--- config.mk ---
export PLATFORM = sky130hd
export DESIGN_NAME = mem_responder
export DESIGN_NICKNAME = d
export VERILOG_FILES = /design/src/rtl/mem_responder.sv
export SDC_FILE = /design/constraint.sdc
export NUM_CORES = 2
export LEC_CHECK = 0
export ABC_AREA = 1
export BUFFER_PORTS_ARGS = -buffer_cell sky130_fd_sc_hd__buf_2
export CAP_MARGIN = 15
export CELL_PAD_IN_SITES_DETAIL_PLACEMENT = 0
export CELL_PAD_IN_SITES_GLOBAL_PLACEMENT = 2
export CORE_ASPECT_RATIO = 0.6
export CORE_UTILIZATION = 46
export CTS_BUF_LIST = sky130_fd_sc_hd__clkbuf_4 sky130_fd_sc_hd__clkbuf_8
export CTS_CLUSTER_DIAMETER = 200
export CTS_CLUSTER_SIZE = 16
export DETAILED_ROUTE_END_ITERATION = 10
export PLACE_DENSITY = 0.85
export SLEW_MARGIN = 20
export SYNTH_ARGS = -nofsm -noshare
export SYNTH_HDL_FRONTEND = slang
export SYNTH_SLANG_ARGS = --single-unit
--- constraint.sdc ---
create_clock -name clk -period 12.1 [get_ports clk]
set_input_delay 0.605 -clock clk [delete_from_list [all_inputs] [get_ports clk]]
set_output_delay 0.605 -clock clk [all_outputs]
set_load 0.005 [all_outputs]
--- src/rtl/mem_responder.sv ---
// Unified 256x16 program/data memory answering the processor bus: sweeps itself to zero
// after clr, takes a program image from the loader port, then releases cpu_rst.
// Optional MEM_WPROT_EN: RUN-phase bus writes below PROT_BASE are dropped and flagged.
//
// Loader handshake: a word is transferred on any rising edge where ld_valid && ld_ready.
// ld_ready is a registered state decode, high only in LOAD, and never waits on ld_valid.
// ld_done is sampled only in LOAD. A word presented with ld_done in the same cycle is still taken.
module mem_responder #(
  parameter int                ADDR_W    = 8,
  parameter int                DATA_W    = 16,
  parameter logic [ADDR_W-1:0] PROT_BASE = 8'h80
) (
  input  logic              clk,
  input  logic              clr,
  input  logic [ADDR_W-1:0] adrs,
  input  logic              rw,
  input  logic [7:0]        dout,
  output logic [DATA_W-1:0] din,
  input  logic              ld_valid,
  output logic              ld_ready,
  input  logic [ADDR_W-1:0] ld_addr,
  input  logic [DATA_W-1:0] ld_data,
  input  logic              ld_done,
  output logic              cpu_rst,
  output logic              wp_err,
  output logic [1:0]        dbg_state
);

  localparam int DEPTH = 2**ADDR_W;

  typedef enum logic [1:0] {
    CLEAR = 2'd0,
    LOAD  = 2'd1,
    RUN   = 2'd2
  } state_t;

  state_t              state_q, state_d;
  logic [ADDR_W-1:0]   ptr_q;
  logic [DATA_W-1:0]   mem [DEPTH];
  logic                we;
  logic [ADDR_W-1:0]   wa;
  logic [DATA_W-1:0]   wd;
  logic                wp_hit;

`ifdef MEM_WPROT_EN
  assign wp_hit = rw && (adrs < PROT_BASE);
`else
  assign wp_hit = 1'b0;
`endif

  // Single write port shared by the clear sweep, the loader and the processor bus.
  always_comb begin
    state_d = state_q;
    we      = 1'b0;
    wa      = ptr_q;
    wd      = '0;
    case (state_q)
      CLEAR: begin
        we = 1'b1;
        wa = ptr_q;
        if (&ptr_q) state_d = LOAD;
      end
      LOAD: begin
        if (ld_valid && ld_ready) begin
          we = 1'b1;
          wa = ld_addr;
          wd = ld_data;
        end
        if (ld_done) state_d = RUN;
      end
      RUN: begin
        if (rw && !wp_hit) begin
          we = 1'b1;
          wa = adrs;
          wd = {{(DATA_W-8){1'b0}}, dout};
        end
      end
      default: state_d = CLEAR;
    endcase
    if (clr) begin
      state_d = CLEAR;
      we      = 1'b0;
    end
  end

  always_ff @(posedge clk) begin
    if (clr) begin
      state_q  <= CLEAR;
      ptr_q    <= '0;
      ld_ready <= 1'b0;
      cpu_rst  <= 1'b1;
    end else begin
      state_q  <= state_d;
      if (state_q == CLEAR && !(&ptr_q)) ptr_q <= ptr_q + 1'b1;
      ld_ready <= (state_d == LOAD);
      cpu_rst  <= (state_d != RUN);
    end
  end

`ifdef MEM_WPROT_EN
  always_ff @(posedge clk) begin
    if (clr) begin
      wp_err <= 1'b0;
    end else if (state_q == RUN && wp_hit) begin
      wp_err <= 1'b1;
    end
  end
`else
  assign wp_err = 1'b0;
`endif

  always_ff @(posedge clk) begin
    if (we) mem[wa] <= wd;
  end

  // Zero-latency read: the decoder samples din on the edge after it drives adrs.
  assign din       = mem[adrs];
  assign dbg_state = state_q;

endmodule

==> results.py <==
metrics = {
    "run_status": {
        "outcome": "completed",
    },
    "global_routing": {
        "track_usage": 0.280,
        "grt_pass1_wl_um": 743000,
        "antenna_found_initial": 25,
        "grt_pass1_vias": 102000,
        "grt_max_degree": 194,
        "overflow": 0,
    },
    "worst_setup_path": {
        "crit_fanout": 193,
        "endpoint": "din[7]",
        "crit_buf_inv": 5,
        "r2r_slack_ns": 6.98,
        "r2r-start": "dbg_state[1]$_SDFF_PP0_",
        "worstPathArrival_ns": 5.72,
        "r2r_cells": 7,
        "critPathLaunch": "adrs[0]",
        "cpMostUsedCell": "nand3_1",
        "critPathTopFamily": "buffers and inverters",
        "crit_type": "primary input to output port",
        "rr_endpoint": "mem[90][0]$_DFFE_PP_",
        "cp-start-kind": "primary input",
        "cp.required_ns": 11.49,
        "slowest_stage": "buf_4",
        "cp.depth": 15,
        "end_kind": "output port",
        "critical_path.max_stage_delay_ns": 0.72,
        "cp_cell_sequence": "buf_12 -> buf_12 -> buf_12 -> buf_4 -> nand2_1 -> nand3_1 -> nand3_1 -> nand3_1 -> nand3_1 -> nand3_1 -> nand3_1 -> nand2_1 -> nand2_1 -> nand2_1 -> buf_2",
    },
    "timing": {
        "rsz0062_at_grt": "false",
        "setup_tns_ns": 0,
        "finalSetupViolCount": 0,
        "finClkSkew_ns": 0.0474,
        "slew_headroom": 0.155,
        "final-hold-violation-count": 0,
        "timing.final.crit_share": 0.522,
        "fmax_mhz": 158,
        "finalCriticalPeriod_ns": 6.32,
        "worst_pin_slew_ns": 1.27,
        "final_max_slew_viol_count": 0,
    },
    "synth": {
        "seq_area_frac_synth": 0.744,
        "yosys_warnings": 0,
        "syn_area_um2": 166000,
        "synth_edf_count": 4096,
        "synth_nets": 13800,
        "synth_top_flop_cell": "edfxtp_1",
        "synth_top_area_frac": 0.743,
        "avgSynthCellArea_um2": 12.1,
        "yosys.area.top_type": "edfxtp_1",
        "ys_top_cells_by_count": "4220 x nand2_1, 4096 x edfxtp_1, 4049 x nand3_1, 541 x buf_2, 282 x clkbuf_1",
        "synth_cells": 13700,
        "yosysUniqueCellTypes": 37,
        "synthMostInstantiatedCell": "nand2_1",
        "synth-seq-cells": 4108,
        "synthTopCellsByArea": "edfxtp_1 74%, nand3_1 12%, nand2_1 9.6%",
        "synth_async_sr_flop_share": 0,
    },
    "finish": {
        "drive_above_1_share": 0.0675,
        "post-route-cell-area_um2": 176000,
        "area_delta_synth_final_pct": 6.28,
        "nets": 13600,
    },
    "floorplanning": {
        "core_um2": 358000,
        "die_area_um2": 362000,
        "rows": 170,
        "die-height_um": 467,
        "die_w_um": 777,
        "io_pins": 66,
        "start_util": 0.463,
    },
    "cts": {
        "cts_tree": "built",
        "cts_buffer_depth": 4,
        "post_cts_buffers": 0,
        "worstSkewPairLatency_ns": 1.08,
        "cts_sinks": 4108,
        "clk_pin_slew_worst_paths_ns": 0.11,
        "cts.htree.levels": 5,
        "numCtsBuffers": 298,
        "cts-root-buf": "clkbuf_8",
    },
    "flow_run": {
        "drv_cap": 0,
    },
    "detailed_routing": {
        "vias_per_cell": 5.99,
        "drc": 0,
        "vias": 110000,
        "drt-pass1-iter-count": 8,
        "drt-total-wl_um": 519000,
        "first_iter_violations": 15800,
        "ant_nets": 0,
        "routedWlPerCell_um": 28.2,
    },
    "placement": {
        "dp.final_hpwl_um": 286000,
        "numPortBuffers": 64,
        "gp_congestion": 0.841,
        "dpl_cell_area_um2": 171000,
    },
    "hold_path": {
        "min_from": "ld_valid",
        "min-delay-path-class": "primary input to register",
    },
    "power_and_ir_drop": {
        "power.leakage_nw": 60.5,
        "peakVddDrop_mv": 0.0912,
        "p_per_area_nw_per_um2": 136,
    },
}
through the flow:
stage	worst slack [ns]	instances	hold slack (ns)	utilization	power, mW
3_5_place_dp	5.95	18100	0.506	0.479	17.4
6_report	5.78	18400	0.154	0.492	23.9
3_3_place_gp	5.94	18100	0.494	0.479	17.4
2_1_floorplan	3.48	13700	0.476	-	16.7
5_1_grt	5.70	18400	0.188	0.492	24.5
4_1_cts	5.97	18400	0.0610	0.492	23.9
timing repair:
| action | in CTS | in global routing |
|---|---|---|
| resized for setup | 0 | 0 |
| hold buffers | 5 | 0 |
| endpoints found under the hold margin | 43 | 0 |
worst register-to-register path, stage by stage (launching register included):
cell and delay, ns:
dfxtp_1 0.44, inv_1 0.11, ha_1 0.81, inv_1 0.12
nor2_2 0.56, a32o_4 0.81, buf_4 0.92, buf_4 0.93
placed cells by master (no fill, tap or decap), types with 12 or more instances in the layout:
cell type,count
buf_12,31
buf_2,58
buf_4,375
clkbuf_8,303
dfxtp_1,12
edfxtp_1,4096
inv_1,35
nand2_1,4220
nand2_2,14
nand3_1,4041
nand3_2,17
nor2_1,227
nor2_2,28
nor2_4,26
state kept, by name (all words and copies together) (netlist names):
register   cells
dbg_state      2
ptr_q          8
ld_ready       1
cpu_rst        1
mem         4096
power by group:
group	internal [mW]	switching [mW]	total, mW
Clock	2.33	4.45	6.78
Combinational	0.388	1.27	1.66
Sequential	15.4	0.00733	15.4
Total	18.1	5.73	23.9
worst min path at each step:
stage                                         to  cells past startpoint  slack (ns)
after global placement     ptr_q[4]$_SDFFE_PP0P_                      2        0.49
after floorplan            ptr_q[4]$_SDFFE_PP0P_                      2        0.48
after global routing      mem[156][14]$_DFFE_PP_                      5        0.19
after detailed placement   ptr_q[4]$_SDFFE_PP0P_                      2        0.51
final                     mem[156][14]$_DFFE_PP_                      5        0.15
after CTS                 mem[156][14]$_DFFE_PP_                      5        0.06
logic make-up (layout without fill, tap and decap cells):
kind of cell	after synthesis	count (layout)	share of synthesized area
simple gates	8578	8578	0.226
flops	4108	4108	0.744
buf+inv	994	857	0.0271
compound gates	44	44	0.00215
fa+ha+maj	5	5	0.000378
other cells	1	8	0.0000226
final cells by class:
cell class	count	area, um2
Clock inverter	17	164
Fill cell	31000	182000
Multi-Input combinational cell	8628	38200
Sequential cell	4108	123000
Tap cell	4816	6030
Timing Repair Buffer	477	3890
Clock buffer	311	4230
Antenna cell	7	17.5
Inverter	52	231
routing by layer:
layer	vias up	global-route usage	share of wire
met3	678	0.0588	0.11
met2	6248	0.400	0.42
met5	-	0	0.000089
met1	55100	0.436	0.44
met4	8	0.0687	0.026
li1	48200	-	-
(Power assumes the default switching activity.)
